### src/rtl/spi_link_pkg.sv
// Shared definitions for the tracking-data SPI link.
// The master-side reader and the slave-side frame packer both use this package.
package spi_link_pkg;

    localparam int FRAME_BITS = 32;

    // Frame field positions
    localparam int X_MSB   = 31;
    localparam int X_LSB   = 22;
    localparam int Y_MSB   = 21;
    localparam int Y_LSB   = 13;
    localparam int ETC_MSB = 12;
    localparam int ETC_LSB = 0;

    typedef enum logic [2:0] {
        IDLE,
        SETUP,
        XFER,
        HOLD,
        DONE
    } state_t;

endpackage

### src/rtl/spi_sclk_div.sv
// SCLK half-period divider for the SPI master.
// Counts 0..CLK_DIV-1 while enabled and emits a one-cycle tick on the last count.
// A clear (or a disable) forces the count back to zero.
module spi_sclk_div #(
    parameter int CLK_DIV = 4
) (
    input  logic clk_i,
    input  logic rst_ni,
    input  logic en_i,
    input  logic clr_i,
    output logic tick_o
);

    localparam int CW = $clog2(CLK_DIV);

    logic [CW-1:0] cnt_q, cnt_d;

    assign tick_o = en_i && (cnt_q == CW'(CLK_DIV - 1));

    // Next count: wrap on tick, zero when idle or on state entry.
    always_comb begin
        cnt_d = cnt_q + CW'(1);
        if (clr_i || !en_i || tick_o) begin
            cnt_d = '0;
        end
    end

    // Count register.
    always_ff @(posedge clk_i or negedge rst_ni) begin
        if (!rst_ni) begin
            cnt_q <= '0;
        end else begin
            cnt_q <= cnt_d;
        end
    end

endmodule

### src/rtl/spi_master_reader.sv
// SPI mode-0 master that reads one 32-bit tracking frame per transaction
// and unpacks it into xdata / ydata / etc.
// Optional build macro SPI_MASTER_AUTO_POLL_EN adds a free-running poll timer
// (parameter POLL_PERIOD) that issues a start request every POLL_PERIOD cycles.
module spi_master_reader
    import spi_link_pkg::*;
#(
    parameter int CLK_DIV  = 4,
    parameter int CS_SETUP = 2,
    parameter int CS_HOLD  = 2
`ifdef SPI_MASTER_AUTO_POLL_EN
    ,
    parameter int POLL_PERIOD = 100000
`endif
) (
    input  logic                  clk,
    input  logic                  reset,
    input  logic                  start,
    input  logic [FRAME_BITS-1:0] tx_word,
    output logic                  sclk,
    output logic                  mosi,
    input  logic                  miso,
    output logic                  cs,
    output logic                  busy,
    output logic                  rx_valid,
    output logic [FRAME_BITS-1:0] rx_frame,
    output logic [9:0]            xdata,
    output logic [8:0]            ydata,
    output logic [12:0]           etc
);

    localparam int PH_MAX = (CS_SETUP > CS_HOLD) ? CS_SETUP : CS_HOLD;
    localparam int PW     = (PH_MAX > 1) ? $clog2(PH_MAX) : 1;
    localparam int BW     = $clog2(FRAME_BITS + 1);

    state_t                state_q, state_d;
    logic [PW-1:0]         ph_q, ph_d;
    logic [BW-1:0]         bit_q, bit_d;
    logic [FRAME_BITS-2:0] tx_sh_q, tx_sh_d;
    logic [FRAME_BITS-1:0] rx_sh_q, rx_sh_d;
    logic                  cs_q, cs_d;
    logic                  sclk_q, sclk_d;
    logic                  mosi_q, mosi_d;
    logic                  busy_q, busy_d;
    logic                  rx_valid_q, rx_valid_d;
    logic [FRAME_BITS-1:0] rx_frame_q, rx_frame_d;

    logic tick;
    logic div_en;
    logic div_clr;
    logic start_req;

`ifdef SPI_MASTER_AUTO_POLL_EN
    localparam int PCW = $clog2(POLL_PERIOD);

    logic [PCW-1:0] poll_q, poll_d;
    logic           poll_tick;

    assign poll_tick = (poll_q == PCW'(POLL_PERIOD - 1));
    assign start_req = start | poll_tick;

    // Poll timer reloads on its own pulse and keeps running through transfers.
    always_comb begin
        poll_d = poll_tick ? '0 : poll_q + PCW'(1);
    end

    // Poll timer register.
    always_ff @(posedge clk or negedge reset) begin
        if (!reset) begin
            poll_q <= '0;
        end else begin
            poll_q <= poll_d;
        end
    end
`else
    assign start_req = start;
`endif

    // The divider only runs while a transaction is in progress and restarts on
    // every state change so each phase begins with a full half-period.
    assign div_en  = (state_q != IDLE);
    assign div_clr = (state_d != state_q);

    spi_sclk_div #(
        .CLK_DIV (CLK_DIV)
    ) u_div (
        .clk_i  (clk),
        .rst_ni (reset),
        .en_i   (div_en),
        .clr_i  (div_clr),
        .tick_o (tick)
    );

    // FSM state register.
    always_ff @(posedge clk or negedge reset) begin
        if (!reset) begin
            state_q <= IDLE;
        end else begin
            state_q <= state_d;
        end
    end

    // FSM next-state logic; start is only honoured in IDLE.
    always_comb begin
        state_d = state_q;
        case (state_q)
            IDLE:  if (start_req) state_d = SETUP;
            SETUP: if (tick && (ph_q == PW'(CS_SETUP - 1))) state_d = XFER;
            XFER:  if (tick && sclk_q && (bit_q == BW'(FRAME_BITS))) state_d = HOLD;
            HOLD:  if (tick && (ph_q == PW'(CS_HOLD - 1))) state_d = DONE;
            DONE:  state_d = IDLE;
            default: state_d = IDLE;
        endcase
    end

    // Output and datapath next values for the registered outputs.
    always_comb begin
        ph_d       = ph_q;
        bit_d      = bit_q;
        tx_sh_d    = tx_sh_q;
        rx_sh_d    = rx_sh_q;
        cs_d       = cs_q;
        sclk_d     = sclk_q;
        mosi_d     = mosi_q;
        busy_d     = busy_q;
        rx_valid_d = 1'b0;
        rx_frame_d = rx_frame_q;

        if (state_d != state_q) begin
            ph_d = '0;
        end else if (tick && ((state_q == SETUP) || (state_q == HOLD))) begin
            ph_d = ph_q + PW'(1);
        end

        case (state_q)
            IDLE: begin
                if (start_req) begin
                    cs_d    = 1'b0;
                    busy_d  = 1'b1;
                    sclk_d  = 1'b0;
                    bit_d   = '0;
                    mosi_d  = tx_word[FRAME_BITS-1];
                    tx_sh_d = tx_word[FRAME_BITS-2:0];
                end
            end
            XFER: begin
                if (tick) begin
                    sclk_d = ~sclk_q;
                    if (!sclk_q) begin
                        // Rising edge: sample the slave, MSB arrives first.
                        rx_sh_d = {rx_sh_q[FRAME_BITS-2:0], miso};
                        bit_d   = bit_q + BW'(1);
                    end else if (bit_q < BW'(FRAME_BITS)) begin
                        // Falling edge: present the next outgoing bit.
                        mosi_d  = tx_sh_q[FRAME_BITS-2];
                        tx_sh_d = {tx_sh_q[FRAME_BITS-3:0], 1'b0};
                    end
                end
            end
            HOLD: begin
                if (state_d == DONE) begin
                    cs_d = 1'b1;
                end
            end
            DONE: begin
                rx_valid_d = 1'b1;
                rx_frame_d = rx_sh_q;
                busy_d     = 1'b0;
            end
            default: ;
        endcase
    end

    // Control and output registers; a reset aborts any frame in flight.
    always_ff @(posedge clk or negedge reset) begin
        if (!reset) begin
            ph_q       <= '0;
            bit_q      <= '0;
            cs_q       <= 1'b1;
            sclk_q     <= 1'b0;
            mosi_q     <= 1'b0;
            busy_q     <= 1'b0;
            rx_valid_q <= 1'b0;
            rx_frame_q <= '0;
        end else begin
            ph_q       <= ph_d;
            bit_q      <= bit_d;
            cs_q       <= cs_d;
            sclk_q     <= sclk_d;
            mosi_q     <= mosi_d;
            busy_q     <= busy_d;
            rx_valid_q <= rx_valid_d;
            rx_frame_q <= rx_frame_d;
        end
    end

    // Shift registers are fully reloaded every frame, so they carry no reset.
    always_ff @(posedge clk) begin
        tx_sh_q <= tx_sh_d;
        rx_sh_q <= rx_sh_d;
    end

    assign cs       = cs_q;
    assign sclk     = sclk_q;
    assign mosi     = mosi_q;
    assign busy     = busy_q;
    assign rx_valid = rx_valid_q;
    assign rx_frame = rx_frame_q;
    assign xdata    = rx_frame_q[X_MSB:X_LSB];
    assign ydata    = rx_frame_q[Y_MSB:Y_LSB];
    assign etc      = rx_frame_q[ETC_MSB:ETC_LSB];

endmodule

### config.mk
export PLATFORM = sky130hd
export DESIGN_NAME = spi_master_reader
export DESIGN_NICKNAME = d
export VERILOG_FILES = /design/src/rtl/spi_link_pkg.sv /design/src/rtl/spi_sclk_div.sv /design/src/rtl/spi_master_reader.sv
export SDC_FILE = /design/constraint.sdc
export NUM_CORES = 1
export LEC_CHECK = 0
export ABC_CLOCK_PERIOD_IN_PS = 4900
export BUFFER_PORTS_ARGS = -buffer_cell sky130_fd_sc_hd__buf_2
export CORE_UTILIZATION = 35
export CTS_CLUSTER_DIAMETER = 100
export CTS_CLUSTER_SIZE = 12
export DETAILED_ROUTE_END_ITERATION = 10
export GPL_TIMING_DRIVEN = 0
export HOLD_SLACK_MARGIN = 0.05
export SYNTH_ARGS = -nofsm -noshare
export SYNTH_HDL_FRONTEND = slang
export SYNTH_HIERARCHICAL = 1
export SYNTH_SLANG_ARGS = --single-unit
### constraint.sdc
create_clock -name clk -period 4.9 [get_ports clk]
set_input_delay 0.49 -clock clk [delete_from_list [all_inputs] [get_ports clk]]
set_output_delay 0.49 -clock clk [all_outputs]
set_load 0.01 [all_outputs]
==> metrics.md, run 1 <==
| Metric | Value |
|---|---|
| Antenna violations before repair | `0` |
| Number of detailed-route iterations in the first pass | `5` |
| CP Class | `flop to flop` |
| Final WL | `7.97 mm` |
| Total vias in the final route | `2672` |
| Number of buffers inserted for hold repair after clock tree synthesis | `0` |
| Detail Placement HPWL | `5.39 mm` |
| Final hold violations | `0` |
| Wire length per cell after detailed routing | `13.5 um` |
| Met3 global-route usage | `0.0460` |
| Number of global-route vias before repair | `2585` |
| CTS tree | `done` |
| Die height | `118 um` |
| Mapped Cells | `295` |
| Global placer's final weighted congestion | `0.769` |
| Number of buffers inserted to repair setup after CTS | `0` |
| Max-slew violation count | `0` |
| Max transition margin | `0.249` |
| Number of filler cells placed in the layout | `1201` |
| DIE AREA | `13900 um^2` |
| Leakage dissipation | `2.70 nW` |
| Number of synthesized register bits | `112` |
| Antenna diodes | `0` |
| Top fanout value on the critical path | `17` |
| Classification of the worst-slack hold path | `input pin to flop` |
| Clock Skews | `0.00593 ns` |
| Cell area power density | `301 nW/um^2` |
| Launch point of the worst path | `state_q[1]` |
| Count of flip-flops with a built-in enable after synthesis | `63` |
| Met1 layer usage reported by global route | `0.164` |
| Worst Max-Slew Pin Slew | `1.13 ns` |
| Drt first-iter violations | `189` |
| Number of buffers created by CTS | `9` |
| Initial Util | `0.357` |
| Global-route wire length before repair | `13.3 mm` |
| Period utilization | `0.537` |
| Worst EP arrival | `2.69 ns` |
| Status | `complete, no violations` |
| Startpoint of the worst-slack reg-to-reg timing path | `state_q[1]` |
| Main synth FF type | `sky130_fd_sc_hd__edfxtp_1` |
| Crit path launch type | `flop` |
| Count of buffers from port buffering | `104` |
| Post-synth design cell area | `4710 um^2` |
| Mapped Nets | `334` |
| # setup viols final | `0` |
| Core footprint | `13200 um^2` |
| Deepest clock path buffer count | `2` |
| Grt ovf | `0` |
| Synth Warn # | `6` |
| Endpoint type of the worst setup path | `flop` |
| Via/cell ratio | `4.51` |
| Total Power | `1.74 mW` |
| Most Used Layer, Global Route | `met2` |
| Synth async-reset ratio | `0.438` |
| Setup Slack @ Placement | `2.24 ns` |
| Final #Nets | `450` |
| Hold path startpoint | `miso` |
| Setup repair after global routing missed its margin | `false` |
| Cell at the root of the clock tree | `sky130_fd_sc_hd__clkbuf_16` |
| Antenna-violating nets left | `0` |
| Total number of placement rows | `42` |
| Layout Area Growth over Synthesis | `23.0%` |
| Required arrival time at the worst endpoint | `4.96 ns` |
| H-tree level count | `3` |
| Part of the Yosys area used for sequential elements | `0.662` |
| Maxcap violations | `0` |
| # clock sinks | `112` |
| Global Route met2 Usage | `0.181` |
| Share of layout cells above drive strength 1 | `0.563` |
| Post-CTS sizing | `0` |
| Pin count of the biggest net entering global routing | `50` |
| Setup ws final | `2.27 ns` |
| I/O pin cnt | `105` |
| Fmax achieved | `0.380 GHz` |
| Worst hold slack across all endpoints | `0.311 ns` |
| Clock slew at reported path FFs | `0.07 ns` |
| Count of different cell masters after synthesis | `45` |
| Shortest period the worst path allows | `2.63 ns` |
| Synth Area per Inst | `16.0 um^2` |
| Count of unresolved DRC violations after routing | `0` |
| Clock insertion delay at the later pin of the skew report | `0.35 ns` |
| Global routing usage summed across all routing layers | `0.123` |
| Max IR drop VDD | `0.268 mV` |
| Horizontal die dimension | `118 um` |
[final cells by class]
cell class,count,area (um^2),area share
plain buffers,44,352,0.0607
clock buffers,11,233,0.0402
clock inverters,5,63.8,0.0110
inverters,7,26.3,0.00454
multi-input cells,132,1230,0.212
flip-flops and latches,112,3120,0.539
well taps,176,220,0.0380
repair buffers,105,548,0.0946
[routing by layer]
metal / share of wire / vias to the layer above
met1: 0.46 / 1295
met4: 0.017 / 0
met3: 0.067 / 9
met5: 0 / -
li1: - / 1279
met2: 0.46 / 89
[cell usage in the layout (no fill, tap or decap), drive strengths merged, types with 3 or more instances in the layout]
cell type,count
buf,149
edfxtp,63
mux2,63
dfrtp,48
clkbuf,11
inv,9
nor2b,6
o21ai,6
nor2,5
nand2,5
nand3,4
a22o,3
o211ai,3
ha,3
[critical path, cell delays in order, from the launching register on]
cell,delay [ns]
sky130_fd_sc_hd__dfrtp_1,0.44
sky130_fd_sc_hd__buf_6,0.17
sky130_fd_sc_hd__nor2_1,0.06
sky130_fd_sc_hd__nand2_1,0.09
sky130_fd_sc_hd__and2_1,0.16
sky130_fd_sc_hd__buf_2,0.22
sky130_fd_sc_hd__nand2_1,0.13
sky130_fd_sc_hd__a221oi_4,0.82
sky130_fd_sc_hd__buf_16,0.23
[cells by family after synthesis]
logic type / after synthesis / share of synthesized area
AND/OR/NAND/NOR: 39 / 0.0566
flip-flops: 112 / 0.662
adder cells (fa/ha/maj): 3 / 0.00797
XOR/XNOR: 3 / 0.00558
AO/OA/AOI/OAI: 24 / 0.0367
buffers and inverters: 51 / 0.0802
multiplexers: 63 / 0.151
[worst paths after layout]
check | to | slack [ns] | cells past startpoint
max | tx_sh_q[5] | 2.27 | 8
min | rx_sh_q[0] | 0.31 | 1
max reg2reg | tx_sh_q[5] | 2.27 | 8
min reg2reg | rx_sh_q[11] | 0.45 | 0
max in group asynchronous | sclk | 3.85 | 1
min in group asynchronous | rx_frame[17] | 0.36 | 1
[sequential cells by signal (all words and copies together) (netlist names)]
name / count
sclk: 1
u_div/cnt_q: 2
rx_frame: 32
busy: 1
state_q: 3
cs: 1
tx_sh_q: 31
rx_valid: 1
ph_q: 1
mosi: 1
rx_sh_q: 32
bit_q: 6
[cells in the mapped netlist (2+ instances only)]
cell	n	area share
sky130_fd_sc_hd__dfrtp_1	48	0.26
sky130_fd_sc_hd__nor2_1	5	0.0040
sky130_fd_sc_hd__inv_1	7	0.0056
sky130_fd_sc_hd__o21ai_0	6	0.0064
sky130_fd_sc_hd__buf_2	2	0.0021
sky130_fd_sc_hd__buf_4	35	0.056
sky130_fd_sc_hd__nor2b_1	6	0.0080
sky130_fd_sc_hd__and4bb_2	2	0.0053
sky130_fd_sc_hd__a22o_1	3	0.0056
sky130_fd_sc_hd__ha_1	3	0.0080
sky130_fd_sc_hd__buf_6	7	0.017
sky130_fd_sc_hd__nand2_1	5	0.0040
sky130_fd_sc_hd__nand4_1	2	0.0027
sky130_fd_sc_hd__nand3_1	4	0.0043
sky130_fd_sc_hd__edfxtp_1	63	0.40
sky130_fd_sc_hd__a21oi_1	2	0.0021
sky130_fd_sc_hd__a21o_1	2	0.0032
sky130_fd_sc_hd__xnor2_1	2	0.0037
sky130_fd_sc_hd__o211ai_1	3	0.0048
sky130_fd_sc_hd__mux2_2	62	0.15
sky130_fd_sc_hd__and2_1	2	0.0027
[power by group]
| group | internal (mW) | switching (mW) |
|---|---|---|
| sequential | 0.988 | 0.000161 |
| clock | 0.403 | 0.331 |
| combinational | 0.0105 | 0.0122 |
[stage by stage]
| step | util | cell area (um^2) | instances | setup TNS, ns |
|---|---|---|---|---|
| 2_1_floorplan | - | 4710 | 295 | 0 |
| 3_3_place_gp | 0.413 | 5450 | 575 | -11.10 |
| 3_5_place_dp | 0.417 | 5500 | 576 | 0 |
| 4_1_cts | 0.439 | 5790 | 592 | 0 |
| 5_1_grt | 0.439 | 5790 | 592 | 0 |
| 6_report | 0.439 | 5790 | 592 | 0 |
No activity file was read; power rests on OpenSTA's default activity.
==> run 2, diff against run 1 <==
--- a/config.mk
+++ b/config.mk
@@ -5,7 +5,7 @@
 export SDC_FILE = /design/constraint.sdc
 export NUM_CORES = 1
 export LEC_CHECK = 0
-export ABC_CLOCK_PERIOD_IN_PS = 4900
+export ABC_CLOCK_PERIOD_IN_PS = 2500
 export BUFFER_PORTS_ARGS = -buffer_cell sky130_fd_sc_hd__buf_2
 export CORE_UTILIZATION = 35
 export CTS_CLUSTER_DIAMETER = 100
==> constraint.sdc (replaced) <==
create_clock -name clk -period 2.5 [get_ports clk]
set_input_delay 0.25 -clock clk [delete_from_list [all_inputs] [get_ports clk]]
set_output_delay 0.25 -clock clk [all_outputs]
set_load 0.01 [all_outputs]
==> run 2 against run 1 <==
  * Clock power grew 88%
  * Critical path type unchanged
  * Via count grew 0.82%
  * Sequential power grew 96%
  * Count of clock-buffer cells in the layout is the same
  * Critical path depth shrank 1
  * Critical endpoint is now rx_sh_q[13]
  * Largest cell class unchanged
  * Total power grew 93%
  * First-iteration DRC count shrank 31%
  * Maximum frequency grew 18%
==> metrics.md, run 2 (synthesis results as in run 1) <==
| Metric | Value |
|---|---|
| # placed instances | `576` |
| Total vias in the final route | `2694` |
| Worst Max-Slew Pin Slew | `1.15 ns` |
| DIE AREA | `13900 um^2` |
| Clock Skews | `0.00692 ns` |
| Antenna-violating nets left | `0` |
| Count of buffers from port buffering | `104` |
| Cell at the root of the clock tree | `sky130_fd_sc_hd__clkbuf_16` |
| Most Used Layer, Global Route | `met2` |
| Period utilization | `0.890` |
| Startpoint of the worst-slack reg-to-reg timing path | `state_q[1]` |
| Setup repair after global routing missed its margin | `false` |
| Global placer's final weighted congestion | `0.758` |
| Antenna violations before repair | `0` |
| Number of global-route vias before repair | `2669` |
| Worst EP arrival | `2.22 ns` |
| Wire length per cell after detailed routing | `13.2 um` |
| Core footprint | `13200 um^2` |
| Die height | `118 um` |
| Pin count of the biggest net entering global routing | `50` |
| Met1 layer usage reported by global route | `0.160` |
| Antenna diodes | `0` |
| Number of buffers created by CTS | `9` |
| # clock sinks | `112` |
| Most prevalent standard cell on the critical path | `sky130_fd_sc_hd__and2_1` |
| Cell area power density | `577 nW/um^2` |
| Share of layout cells above drive strength 1 | `0.567` |
| Shortest period the worst path allows | `2.23 ns` |
| Leakage dissipation | `2.71 nW` |
| Final WL | `7.84 mm` |
| Drt first-iter violations | `131` |
| Final #Nets | `452` |
| Initial Util | `0.357` |
| Final hold violations | `0` |
| Total Power | `3.36 mW` |
| Number of filler cells placed in the layout | `1210` |
| Maxcap violations | `0` |
| Launch point of the worst path | `state_q[1]` |
| Horizontal die dimension | `118 um` |
| Slowest library cell on the worst path | `sky130_fd_sc_hd__clkbuf_4` |
| Number of buffers inserted for hold repair after clock tree synthesis | `0` |
| Met3 global-route usage | `0.0446` |
| # setup viols final | `0` |
| Total number of placement rows | `42` |
| Required arrival time at the worst endpoint | `2.49 ns` |
| Non-filler instance count after layout | `594` |
| Hold path startpoint | `miso` |
| Sequence of cells on the critical path | `buf_6 -> nor2_1 -> nand2_1 -> and2_1 -> nor2b_1 -> and2_1 -> clkbuf_4` |
| Top library cells by usage in the layout, fill and taps aside | `sky130_fd_sc_hd__buf_2, sky130_fd_sc_hd__edfxtp_1, sky130_fd_sc_hd__mux2_2, sky130_fd_sc_hd__dfrtp_1, sky130_fd_sc_hd__buf_4` |
| Deepest clock path buffer count | `2` |
| Status | `complete, no violations` |
| Clock slew at reported path FFs | `0.07 ns` |
| Clock insertion delay at the later pin of the skew report | `0.35 ns` |
| CTS tree | `done` |
| Count of unresolved DRC violations after routing | `0` |
| Via/cell ratio | `4.54` |
| Classification of the worst-slack hold path | `input pin to flop` |
| CP Class | `flop to flop` |
| I/O pin cnt | `105` |
| Crit path launch type | `flop` |
| Summed area of non-filler cells in the final layout | `5820 um^2` |
| Endpoint type of the worst setup path | `flop` |
| Commonest non-fill, non-tap cell in the layout | `sky130_fd_sc_hd__buf_2` |
| Number of detailed-route iterations in the first pass | `4` |
| Placed instance area | `5500 um^2` |
| Top fanout value on the critical path | `36` |
| Worst hold slack across all endpoints | `0.0762 ns` |
| Fmax achieved | `0.449 GHz` |
| Global-route wire length before repair | `13.3 mm` |
| Global routing usage summed across all routing layers | `0.123` |
| Max stage delay on crit path | `0.47 ns` |
| H-tree level count | `3` |
| Detail Placement HPWL | `5.29 mm` |
| Global Route met2 Usage | `0.180` |
| Max-slew violation count | `0` |
| Final total negative setup slack | `0 ns` |
| Max IR drop VDD | `0.322 mV` |
| Layout Area Growth over Synthesis | `23.5%` |
| Grt ovf | `0` |
| Max transition margin | `0.235` |
-- run 2: cell types whose count changed in the layout (fill, tap and decap cells not counted), sizes merged --
cell    delta
buf        +1
bufinv     -1
clkbuf     +1
inv        +1
-- run 2: power by group --
group	switching (mW)	internal, mW	leakage [nW]
clock	0.657	0.722	0.144
sequential	0.000329	1.94	1.21
combinational	0.0239	0.0206	1.36
-- run 2: through the flow --
stage	utilization	worst slack (ns)
2_1_floorplan	-	0.0626
3_3_place_gp	0.415	-0.465
3_5_place_dp	0.417	-0.148
4_1_cts	0.441	0.0832
5_1_grt	0.441	0.134
6_report	0.441	0.275
-- run 2: routing by layer --
metal,up-vias,wire length [um]
met4,0,153
met5,-,0
met1,1299,3680
met3,14,559
li1,1289,-
met2,92,3450
-- run 2: path summary, 6_finish.rpt --
check                               end  slack, ns  cells past startpoint
setup / recovery            rx_sh_q[13]       0.27                      7
hold / removal               rx_sh_q[0]       0.08                      1
setup reg to reg            rx_sh_q[13]       0.27                      7
hold reg to reg             rx_sh_q[14]       0.44                      0
max in group asynchronous          mosi       1.67                      1
min in group asynchronous  rx_frame[18]       0.13                      1
-- run 2: layout make-up --
| type | instances | area (um^2) | area share |
|---|---|---|---|
| flip-flops and latches | 112 | 3120 | 0.536 |
| multi-input cells | 132 | 1230 | 0.211 |
| clock inverters | 5 | 48.8 | 0.00839 |
| clock buffers | 11 | 243 | 0.0417 |
| well taps | 176 | 220 | 0.0379 |
| inverters | 7 | 26.3 | 0.00452 |
| repair buffers | 107 | 576 | 0.0989 |
| plain buffers | 44 | 354 | 0.0609 |
-- run 2: what timing repair did --
action / CTS / global route
gates cloned: 0 / 0
setup buffers: 2 / 0
endpoints found under the setup margin: 31 / 35
pin swaps: 1 / 0
gates resized for setup: 0 / 1
-- run 2: critical path, delay by kind of cell, from the launching register on --
family	cells	cell delay [ns]
DFF	1	0.46
and+or+nand+nor	5	0.75
buffers and inverters	2	0.65
==> run 3, diff against run 2 <==
--- a/config.mk
+++ b/config.mk
@@ -13,6 +13,7 @@
 export DETAILED_ROUTE_END_ITERATION = 10
 export GPL_TIMING_DRIVEN = 0
 export HOLD_SLACK_MARGIN = 0.05
+export PLACE_DENSITY_LB_ADDON = 0.1
 export SYNTH_ARGS = -nofsm -noshare
 export SYNTH_HDL_FRONTEND = slang
 export SYNTH_HIERARCHICAL = 1
==> run 3 against run 2 <==
  * Core utilization rose by 0.057 points
  * Register-to-register slack about the same
  * Worst setup slack worse by 0.0094 ns
  * Critical endpoint is now tx_sh_q[2]
==> metrics.md, run 3 (synthesis results as in run 1) <==
| Metric | Value |
|---|---|
| Final WL | `8.04 mm` |
| Top fanout value on the critical path | `16` |
| Count of unresolved DRC violations after routing | `0` |
| Horizontal die dimension | `118 um` |
| Worst EP arrival | `2.30 ns` |
| Endpoint type of the worst setup path | `flop` |
| Commonest non-fill, non-tap cell in the layout | `sky130_fd_sc_hd__buf_2` |
| Clock slew at reported path FFs | `0.07 ns` |
| Slowest library cell on the worst path | `sky130_fd_sc_hd__dfrtp_1` |
| DIE AREA | `13900 um^2` |
| Drt first-iter violations | `161` |
| # clock sinks | `112` |
| Final #Nets | `454` |
| Die height | `118 um` |
| Number of global-route vias before repair | `2607` |
| Top library cells by usage in the layout, fill and taps aside | `sky130_fd_sc_hd__buf_2, sky130_fd_sc_hd__edfxtp_1, sky130_fd_sc_hd__mux2_2, sky130_fd_sc_hd__dfrtp_1, sky130_fd_sc_hd__buf_4` |
| Wire length per cell after detailed routing | `13.5 um` |
| Worst Max-Slew Pin Slew | `1.14 ns` |
| Deepest clock path buffer count | `2` |
| Required arrival time at the worst endpoint | `2.56 ns` |
| Max-slew violation count | `0` |
| Clock Skews | `0.00675 ns` |
| Worst hold slack across all endpoints | `0.0776 ns` |
| Total vias in the final route | `2665` |
| I/O pin cnt | `105` |
| Most prevalent standard cell on the critical path | `sky130_fd_sc_hd__nand2_1` |
| Classification of the worst-slack hold path | `input pin to flop` |
| Antenna violations before repair | `1` |
| Cell at the root of the clock tree | `sky130_fd_sc_hd__clkbuf_16` |
| Crit path launch type | `flop` |
| Number of filler cells placed in the layout | `1233` |
| Share of layout cells above drive strength 1 | `0.569` |
| Maxcap violations | `0` |
| Fmax achieved | `0.448 GHz` |
| CTS tree | `done` |
| Delay-heaviest family, CP | `buffers and inverters` |
| Global placer's final weighted congestion | `0.739` |
| Non-filler instance count after layout | `597` |
| Global routing usage summed across all routing layers | `0.126` |
| Max stage delay on crit path | `0.46 ns` |
| Initial Util | `0.357` |
| CP Buf/Inv Count | `4` |
| Cell area power density | `576 nW/um^2` |
| Number of detailed-route iterations in the first pass | `4` |
| Clock insertion delay at the later pin of the skew report | `0.35 ns` |
| CP Class | `flop to flop` |
| Number of buffers created by CTS | `9` |
| # placed instances | `576` |
| Max IR drop VDD | `0.395 mV` |
| Shortest period the worst path allows | `2.23 ns` |
| Core footprint | `13200 um^2` |
| Count of buffers from port buffering | `104` |
| Multi-input gate area | `1230 um^2` |
| Sequence of cells on the critical path | `buf_6 -> nor2_1 -> nand2_1 -> and2_1 -> buf_2 -> nand2_1 -> a221oi_4 -> buf_4 -> buf_16` |
| FF+latch area | `3120 um^2` |
| # setup viols final | `0` |
| H-tree level count | `3` |
| Layout Area Growth over Synthesis | `23.7%` |
| Final total negative setup slack | `0 ns` |
| Period utilization | `0.894` |
| Status | `complete, no violations` |
| Setup repair after global routing missed its margin | `false` |
| Antenna-violating nets left | `0` |
| Final hold violations | `0` |
| Grt ovf | `0` |
| Pin count of the biggest net entering global routing | `50` |
| Total number of placement rows | `42` |
| Leakage dissipation | `2.71 nW` |
| Detail Placement HPWL | `5.31 mm` |
| Max transition margin | `0.239` |
| Via/cell ratio | `4.46` |
| Global-route wire length before repair | `13.6 mm` |
## run 3: final timing paths
| path | start | to | slack (ns) | depth (start not counted) |
|---|---|---|---|---|
| setup reg to reg | state_q[1] | tx_sh_q[2] | 0.27 | 9 |
| setup / recovery | state_q[1] | tx_sh_q[2] | 0.27 | 9 |
| max in group asynchronous | reset | sclk | 1.67 | 1 |
| hold reg to reg | rx_sh_q[29] | rx_sh_q[30] | 0.44 | 0 |
| min in group asynchronous | reset | rx_frame[31] | 0.12 | 1 |
| hold / removal | miso | rx_sh_q[0] | 0.08 | 1 |
## run 3: cell type report
| cell class | instances | share of cell area |
|---|---|---|
| sequential | 112 | 0.536 |
| multi-input combinational | 132 | 0.211 |
| timing repair buffer | 109 | 0.101 |
| buffer | 44 | 0.0608 |
| clock buffer | 10 | 0.0393 |
| tap | 176 | 0.0378 |
| clock inverter | 6 | 0.00902 |
| inverter | 7 | 0.00451 |
| antenna | 1 | 0.000430 |
## run 3: per-layer routing
layer	wire length, um	vias up	global-route usage
li1	-	1288	-
met1	3750	1309	0.167
met2	3750	61	0.190
met3	428	7	0.0480
met4	109	0	0.0409
met5	0	-	0
## run 3: what timing repair did
| action | 4_1_cts | 5_1_grt |
|---|---|---|
| pin swaps | 1 | 0 |
| buffers inserted | 4 | 0 |
| hold buffers | 0 | 0 |
| endpoints found under the setup margin | 32 | 35 |
| resized for setup | 0 | 1 |
## run 3: power by group
part / leakage (nW) / internal [mW] / switching [mW] / total [mW]
logic: 1.37 / 0.0207 / 0.0239 / 0.0446
clock network: 0.132 / 0.693 / 0.681 / 1.37
registers: 1.21 / 1.94 / 0.000571 / 1.94
## run 3: per-stage QoR
step / worst slack [ns] / power (mW) / cell area (um^2) / util
final: 0.266 / 3.35 / 5820 / 0.442
after global routing: 0.0892 / 3.49 / 5820 / 0.441
after CTS: 0.0831 / 3.42 / 5820 / 0.441
after detailed placement: -0.205 / 2.02 / 5500 / 0.417
after global placement: -0.507 / 2.02 / 5470 / 0.415
after floorplan: 0.0626 / 1.98 / 4730 / -
